==> src/rtl/i2c_slave_rx.sv <==
// Write-only I2C slave byte receiver: oversampled SDA/SCL, address match with ACK,
// received bytes handed downstream over a one-entry valid/ready buffer.
//
//   state    | meaning
//   ---------+------------------------------------------------
//   IDLE     | bus free or not addressed, waiting for START
//   ADDR     | shifting in 7-bit address plus R/W bit
//   ADDR_ACK | holding SDA low for the address ACK clock
//   DATA     | shifting in a data byte
//   DATA_ACK | holding SDA low for the data ACK clock
//   IGNORE   | not addressed or overrun; wait for START/STOP
module i2c_slave_rx #(
    parameter logic [6:0] SLAVE_ADDR  = 7'h2A,
    parameter int         SYNC_STAGES = 2
) (
    input  logic       i2c_wb_clk_i,
    input  logic       i2c_wb_rst_i,
    input  logic       i2c_data_in,
    input  logic       i2c_clk_in,
    output logic       sda_oe_o,
    output logic [7:0] rx_data_o,
    output logic       rx_valid_o,
    input  logic       rx_ready_i,
    output logic       frame_start_o,
    output logic       frame_end_o,
    output logic       overrun_o
);

    localparam logic [2:0] ST_IDLE     = 3'd0;
    localparam logic [2:0] ST_ADDR     = 3'd1;
    localparam logic [2:0] ST_ADDR_ACK = 3'd2;
    localparam logic [2:0] ST_DATA     = 3'd3;
    localparam logic [2:0] ST_DATA_ACK = 3'd4;
    localparam logic [2:0] ST_IGNORE   = 3'd5;

    logic [SYNC_STAGES-1:0] sda_sync;
    logic [SYNC_STAGES-1:0] scl_sync;
    logic                   sda_prev;
    logic                   scl_prev;

    // Synchronizers reset to the idle-bus level so reset release never fakes an event.
    always_ff @(posedge i2c_wb_clk_i or posedge i2c_wb_rst_i) begin
        if (i2c_wb_rst_i) begin
            sda_sync <= '1;
            scl_sync <= '1;
            sda_prev <= 1'b1;
            scl_prev <= 1'b1;
        end else begin
            sda_sync <= {sda_sync[SYNC_STAGES-2:0], i2c_data_in};
            scl_sync <= {scl_sync[SYNC_STAGES-2:0], i2c_clk_in};
            sda_prev <= sda_sync[SYNC_STAGES-1];
            scl_prev <= scl_sync[SYNC_STAGES-1];
        end
    end

    logic sda_s;
    logic scl_s;
    logic scl_rise;
    logic scl_fall;
    logic start_det;
    logic stop_det;

    assign sda_s     = sda_sync[SYNC_STAGES-1];
    assign scl_s     = scl_sync[SYNC_STAGES-1];
    assign scl_rise  = scl_s & ~scl_prev;
    assign scl_fall  = ~scl_s & scl_prev;
    assign start_det = scl_s & scl_prev & sda_prev & ~sda_s;
    assign stop_det  = scl_s & scl_prev & ~sda_prev & sda_s;

    logic [2:0] state;
    logic [6:0] shift_reg;
    logic [2:0] bit_cnt;
    logic       ack_pend;
    logic       frame_active;

    logic [7:0] byte_next;
    logic       last_bit;
    logic       buf_free;

    assign byte_next = {shift_reg, sda_s};
    assign last_bit  = (bit_cnt == 3'd7);
    assign buf_free  = ~rx_valid_o | rx_ready_i;

    always_ff @(posedge i2c_wb_clk_i or posedge i2c_wb_rst_i) begin
        if (i2c_wb_rst_i) begin
            state         <= ST_IDLE;
            shift_reg     <= 7'd0;
            bit_cnt       <= 3'd0;
            ack_pend      <= 1'b0;
            frame_active  <= 1'b0;
            sda_oe_o      <= 1'b0;
            rx_data_o     <= 8'h00;
            rx_valid_o    <= 1'b0;
            frame_start_o <= 1'b0;
            frame_end_o   <= 1'b0;
            overrun_o     <= 1'b0;
        end else begin
            frame_start_o <= 1'b0;
            frame_end_o   <= 1'b0;
            // A load later in this block overrides the consume.
            if (rx_valid_o && rx_ready_i) begin
                rx_valid_o <= 1'b0;
            end

            if (stop_det) begin
                state    <= ST_IDLE;
                sda_oe_o <= 1'b0;
                ack_pend <= 1'b0;
                if (frame_active) begin
                    frame_end_o  <= 1'b1;
                    frame_active <= 1'b0;
                end
            end else if (start_det) begin
                state     <= ST_ADDR;
                sda_oe_o  <= 1'b0;
                ack_pend  <= 1'b0;
                bit_cnt   <= 3'd0;
                overrun_o <= 1'b0;
            end else begin
                case (state)
                    ST_IDLE: begin
                        sda_oe_o <= 1'b0;
                    end
                    ST_ADDR: begin
                        if (scl_rise && !ack_pend) begin
                            shift_reg <= byte_next[6:0];
                            bit_cnt   <= bit_cnt + 3'd1;
                            if (last_bit) begin
                                if (byte_next[7:1] == SLAVE_ADDR && !byte_next[0]) begin
                                    ack_pend <= 1'b1;
                                end else begin
                                    state <= ST_IGNORE;
                                end
                            end
                        end else if (scl_fall && ack_pend) begin
                            ack_pend <= 1'b0;
                            sda_oe_o <= 1'b1;
                            state    <= ST_ADDR_ACK;
                        end
                    end
                    ST_ADDR_ACK: begin
                        if (scl_fall) begin
                            sda_oe_o      <= 1'b0;
                            frame_start_o <= 1'b1;
                            frame_active  <= 1'b1;
                            bit_cnt       <= 3'd0;
                            state         <= ST_DATA;
                        end
                    end
                    ST_DATA: begin
                        if (scl_rise && !ack_pend) begin
                            shift_reg <= byte_next[6:0];
                            bit_cnt   <= bit_cnt + 3'd1;
                            if (last_bit) begin
                                if (buf_free) begin
                                    rx_data_o  <= byte_next;
                                    rx_valid_o <= 1'b1;
                                    ack_pend   <= 1'b1;
                                end else begin
                                    overrun_o <= 1'b1;
                                    state     <= ST_IGNORE;
                                end
                            end
                        end else if (scl_fall && ack_pend) begin
                            ack_pend <= 1'b0;
                            sda_oe_o <= 1'b1;
                            state    <= ST_DATA_ACK;
                        end
                    end
                    ST_DATA_ACK: begin
                        if (scl_fall) begin
                            sda_oe_o <= 1'b0;
                            bit_cnt  <= 3'd0;
                            state    <= ST_DATA;
                        end
                    end
                    ST_IGNORE: begin
                        sda_oe_o <= 1'b0;
                    end
                    default: begin
                        sda_oe_o <= 1'b0;
                        state    <= ST_IDLE;
                    end
                endcase
            end
        end
    end

endmodule

==> config.mk <==
export PLATFORM = sky130hd
export DESIGN_NAME = i2c_slave_rx
export DESIGN_NICKNAME = d
export VERILOG_FILES = /design/src/rtl/i2c_slave_rx.sv
export SDC_FILE = /design/constraint.sdc
export NUM_CORES = 1
export LEC_CHECK = 0
export BUFFER_PORTS_ARGS = -buffer_cell sky130_fd_sc_hd__buf_4
export CAP_MARGIN = 10
export CELL_PAD_IN_SITES_DETAIL_PLACEMENT = 1
export CELL_PAD_IN_SITES_GLOBAL_PLACEMENT = 1
export CORE_ASPECT_RATIO = 1.75
export CORE_MARGIN = 3
export CORE_UTILIZATION = 46
export CTS_CLUSTER_DIAMETER = 50
export DETAILED_ROUTE_END_ITERATION = 8
export GPL_ROUTABILITY_DRIVEN = 1
export GPL_TIMING_DRIVEN = 1
export PLACE_DENSITY = 0.78
export SKIP_CTS_REPAIR_TIMING = 1
export SKIP_LAST_GASP = 1
export SLEW_MARGIN = 20
export SYNTH_ARGS = -nofsm -noshare
export SYNTH_HDL_FRONTEND = slang
export SYNTH_SLANG_ARGS = --single-unit
==> constraint.sdc <==
create_clock -name i2c_wb_clk_i -period 2.6 [get_ports i2c_wb_clk_i]
set_clock_uncertainty 0.2 [all_clocks]
set_input_delay 0.13 -clock i2c_wb_clk_i [delete_from_list [all_inputs] [get_ports i2c_wb_clk_i]]
set_output_delay 0.13 -clock i2c_wb_clk_i [all_outputs]
set_load 0.1 [all_outputs]
* Word-level counts from Yosys, hierarchy flattened
Index checks and enable logic that the tools add are counted.
** Word-level totals
- Register bits :: 34
- Bits in latches :: 0
- Bits in writable memories :: 0
- ROM bits :: 0
- Input port bits :: 5
- Output and inout port bits :: 13
- Word-level logic and storage cells :: 133
- Memories kept :: 0
** Operators by class
- Add/subtract/negate cells :: 1
- $mul :: 0
- Divide/modulo/power cells :: 0
- Order comparisons :: 0
- Eq/ne operators :: 23
- Shifts and indexed selects :: 0
- Multiplexer cells :: 54
- Bitwise gates (word level) :: 15
- Reductions and logical operators :: 25
** Operators by type and width (count)
- 3-bit two-way mux :: 14
- 5-bit inequality test, second input constant :: 8
- 1-bit two-way mux :: 36
- 3-bit case mux with 4 select lines :: 1
- 5-bit AND reduction :: 2
- 2-bit nonzero test :: 5
- 3-bit equality test, second input constant :: 3
- 3-bit by 1-bit inequality test with 1-bit output, second input constant :: 3
- 4-bit by 1-bit inequality test with 1-bit output, second input constant :: 2
- 4-bit AND reduction :: 2
- 8-bit AND reduction :: 1
- 1-bit bitwise AND :: 7
- 7-bit by 6-bit equality test with 1-bit output, second input constant :: 1
- 1-bit NOT :: 7
- 3-bit by 2-bit equality test with 1-bit output, second input constant :: 2
- 3-bit case mux with 2 select lines :: 1
- 3-bit AND reduction :: 2
- 6-bit AND reduction :: 1
- 2-bit OR reduction :: 3
- 1-bit logical AND :: 4
- 4-bit inequality test, second input constant :: 1
- 1-bit case mux with 2 select lines :: 2
- 4-bit nonzero test :: 1
- 3-bit by 1-bit adder with 3-bit output, second input constant :: 1
- 7 further kinds :: 8

* Logic depth before layout (Yosys ltp)
- Depth after elaboration :: 8
- Mapped depth :: 7
- Mapped depth without buffers :: 6

* Worst setup path before layout
OpenSTA, ideal clock, no wires.
- Path type :: reg2reg
- From :: register scl_prev
- To :: register rx_data_o[0]
- Setup time :: 0.126 ns
- Arrival time :: 2.049 ns
- Data required time :: 2.274 ns
- Setup slack :: 0.225 ns
- Stages on the path, launching flop included :: 7
- Buffers on the path :: 1
- Clock period less this slack :: 2.375 ns
- Cell sequence :: dfstp_2 clkbuf_1 nand2b_1 nor2_4 nor2_2 nor4b_4 mux2_4
** On the way
- Word-level cells in the longest chain between the ends :: 5
- Elaborated cells on any way between the ends :: 11
- Those cells by class :: 9 x bitwise; 2 x reduce/logical
** Ends and longest elaborated chain
- from (decl) :: line 39 : logic scl_prev;
- from (signal assigned) :: line 52 : scl_prev <= scl_sync[SYNC_STAGES-1];
- 1-bit bitwise AND :: line 67, 68
- 1-bit bitwise AND (on tied branches) (2 in a row) :: line 68, 67
- 1-bit NOT (no line)
- 6-bit AND reduction (no line) *
- to (signal assigned) :: line 156 : rx_data_o <= byte_next;
- to (decl) :: line 21 : output logic [7:0] rx_data_o,
Mark *: on every way between the ends. The rest lies on a longest branch, timed or not.
A chain may end at the register's enable or synchronous reset.

* Final worst setup path
- From :: register scl_prev
- To :: register rx_data_o[1]
Same word-level chain as after synthesis.

==> out/metrics.csv <==
stage,metric,value,unit
run_status,status,"finished, violations left",
run_status,violations,negative hold slack,
flow_run,drv_cap,0,
hold_path,min_path_cells,3,
timing,finalCriticalPeriod,2320,ps
timing,setup_tns,0,ps
clock_network,cts_made_buffers,5,
placed_design,dpl_worst_slack,292,ps
floorplanning,ios,18,
final_layout,largest_register_ff_count,8,
routing,drcViolationCount,0,
logic_synthesis,synthFlopType,dfrtp_1,
pwr,intPower,0.00100,W
worst_setup_path,r2r-end,rx_data_o[1],
logic_synthesis,synth_cell_types,36,
logic_synthesis,synthAdderAreaFrac,1.54,%
logic_synthesis,synth-simple-area-share,17.3,%
clock_network,path_clk_slew,70,ps
final_layout,final_nets,170,
hold_path,hold_path.class,input pin to register,
logic_synthesis,ys_ff_latch,34,
final_layout,drive_above_1_share,35.4,%
logic_synthesis,synth_area_per_cell,11.7,um^2
global_route,grt_pass1_wl,6330,um
floorplanning,die_x,50.9,um
logic_synthesis,ys_seq_area_share,53.0,%
worst_setup_path,worst_r2r_path_depth,6,
worst_setup_path,cp.arrival,2300,ps
final_layout,syn2layout_area_growth,18.0,%
clock_network,clk_latency,290,ps
timing,whs,-35.6,ps
logic_synthesis,synth_nets,146,
worst_setup_path,startpoint_type,register,
clock_network,cts_num_sinks,34,
routing,ant_nets,0,
timing,worst_pin_slew,557,ps
logic_synthesis,netlist.area_leader.share,43.2,%
logic_synthesis,synthXorXnorAreaFrac,0.541,%
logic_synthesis,synthMuxAreaShare,13.7,%
logic_synthesis,synth_compound_area_share,10.5,%
timing,grt_setup_unrepaired,false,
floorplanning,initial_utilization,49.4,%
global_route,grt_pass1_vias,1272,
worst_setup_path,path_cells,nand4bb_1 > a21oi_2 > nor2_2 > nor4b_4 > buf_4 > mux2_4,
pwr,clockPowerShare,26.6,%
timing,setup_ws,278,ps
routing,num_vias,1128,
final_layout,seq_area,858,um^2
clock_network,h-tree-depth,2,
placed_design,dp_cells,196,
global_route,grtUsageTotal,19.9,%
worst_setup_path,cp.required,2580,ps
timing,finalCritPeriodShare,89.3,%
clock_network,cts_tree,built,
hold_path,min_from,rx_ready_i,
global_route,grt_max_degree,35,
worst_setup_path,critical_path_class,register to register,
timing,slew-limit-headroom,62.6,%
timing,setup_viol,0,
placed_design,port_buffers,17,
pwr,ir_worst_vdd,424,uV
floorplanning,dieHeight,84.5,um
floorplanning,core,0.00328,mm^2
final_layout,fillers,366,
pwr,power_frac_comb,27.4,%
placed_design,gp_congestion,0.940,
worst_setup_path,worstSetupStartpoint,scl_prev,
global_route,antenna_found_initial,0,
clock_network,cts_root_buffer,clkbuf_8,
pwr,leakagePower,0.883,nW
logic_synthesis,synth_area_leaders,"dfrtp_1 43%, dfstp_2 9.7%, mux2_4 7.4%, mux2_2 6.3%, nand2_1 3.2%",
routing,wl,3600,um
clock_network,max-clock-path-buffers,2,
timing,slew_viol_final,0,
pwr,swShare,34.9,%
pwr,p_sw,0.000539,W
logic_synthesis,synth_area,0.00162,mm^2
final_layout,n_antenna_cell,0,
global_route,overflow,0,
logic_synthesis,ys_warn_count,0,
logic_synthesis,syn_inst,139,
routing,drt_pass1_iterations,4,
worst_setup_path,cp_max_fo,12,
final_layout,multi_input_area,706,um^2
worst_setup_path,endpoint_kind,register,
pwr,power_frac_seq,46.0,%
logic_synthesis,synth_edf_count,0,
worst_setup_path,worstReg2RegStart,scl_prev,
worst_setup_path,critPathMaxStageDelay,650,ps
pwr,powerDensity,808,mW/mm^2
routing,wire_per_inst,17.4,um
routing,routed_via_density,5.45,
logic_synthesis,async_flop_share,100,%
timing,hold_viol_final,1,
final_layout,final_cells,207,
worst_setup_path,ff2ff_setup_slack,280,ps
floorplanning,row_count,27,
placed_design,dp_hpwl,2640,um
worst_setup_path,slowest_stage,dfstp_2,
floorplanning,dieArea,0.00430,mm^2
logic_synthesis,synth_area_leader_cell,dfrtp_1,
hold_path,hold_end,rx_valid_o,
logic_synthesis,synth_top_family_by_area,simple AND/OR/NAND/NOR gates,
routing,drtIter0Drc,17,
timing,fmax,431,MHz
==> cell families (layout without fill, tap and decap cells) <==
logic type	count (synthesis)	count (layout)
AOI/OAI and AO/OA	27	27
xor gates and xnor gates	1	1
adders and majority gates	2	2
buffers and inverters	11	36
DFF	34	34
muxes	17	17
and+or+nand+nor	47	47
==> cell usage after synthesis, types with 3 or more instances <==
cell and n:
nor3b_1 4, nand2_1 14, dfstp_2 6, inv_1 5
nor2_1 11, nand2b_1 4, mux2_2 9, a21oi_1 4
clkbuf_1 4, o21ai_0 8, dfrtp_1 28, o21ai_1 3
mux2_4 8
==> power by group through the flow <==
stage	clock, W	combinational (W)	sequential (W)
5_1_grt	0.000446	0.000473	0.000727
4_1_cts	0.000424	0.000426	0.000708
3_3_place_gp	0	0.000400	0.000710
6_report	0.000410	0.000424	0.000710
3_5_place_dp	0	0.000421	0.000719
2_1_floorplan	0	0.000352	0.000699
==> metrics by stage <==
stage	cell area, um^2	power [W]	utilization (%)
after global placement	1790	0.00111	54.5
after global routing	1910	0.00165	58.3
after CTS	1880	0.00156	57.4
after detailed placement	1790	0.00114	54.5
after floorplan	1620	0.00105	-
final	1910	0.00154	58.3
==> worst max-delay path by stage <==
stage | end | cells after the start | slack, ps
2_1_floorplan | rx_data_o[0] | 6 | 230
3_3_place_gp | rx_data_o[2] | 6 | 330
5_1_grt | state[0] | 5 | 160
3_5_place_dp | state[0] | 5 | 290
4_1_cts | state[0] | 5 | 280
6_report | rx_data_o[1] | 6 | 280
==> critical path, delay by kind of cell (launching register included) <==
family / cells / cell delay [ps]
flops: 1 / 650
simple gates: 3 / 530
mux: 1 / 320
compound gates: 1 / 260
buf+inv: 1 / 240
==> layout make-up <==
class	instances	area share, %
tap	43	2.81
clock buffer	6	4.32
sequential	34	44.9
inverter	5	0.982
timing repair buffer	23	9.42
clock inverter	2	0.654
multi-input combinational	94	36.9
==> placed cells by master, fill, tap and decap left out <==
| master | count |
|---|---|
| o21ai_0 | 8 |
| a2111oi_0 | 1 |
| clkbuf_8 | 6 |
| xnor2_1 | 1 |
| buf_4 | 20 |
| nor3_1 | 2 |
| mux2_2 | 9 |
| o21ai_1 | 3 |
| ha_1 | 2 |
| nor2_1 | 11 |
| a31oi_1 | 2 |
| a21oi_1 | 4 |
| nand4b_1 | 1 |
| dfstp_2 | 6 |
| o22ai_1 | 1 |
| dlygate4sd3_1 | 3 |
| and3_1 | 1 |
| nor2_2 | 1 |
| nand4bb_1 | 2 |
| and2b_4 | 1 |
| clkinvlp_4 | 1 |
| nor4b_4 | 1 |
| inv_1 | 5 |
| nor2_4 | 1 |
| a41oi_1 | 1 |
| dfrtp_1 | 28 |
| mux2_4 | 8 |
| or3b_4 | 1 |
| a21oi_2 | 1 |
| a21o_1 | 2 |
| nand2b_1 | 4 |
| o22a_2 | 1 |
| nor2b_1 | 2 |
| nand2_1 | 14 |
| nor3b_1 | 4 |
| o21bai_1 | 1 |
| clkinv_2 | 1 |
| a32oi_1 | 2 |
| nor4b_1 | 1 |
==> metal layers <==
metal  routed length (um)  track usage, %  vias up  part of all wire, %
met3                  112            4.26       12                  3.1
li1                     -               -      533                    -
met2                 1910            33.9       23                   53
met1                 1430            21.5      560                   40
met4                  151            12.7        0                  4.2
met5                    0               0        -                    0
Note: power is estimated with default switching activity, not from simulation.
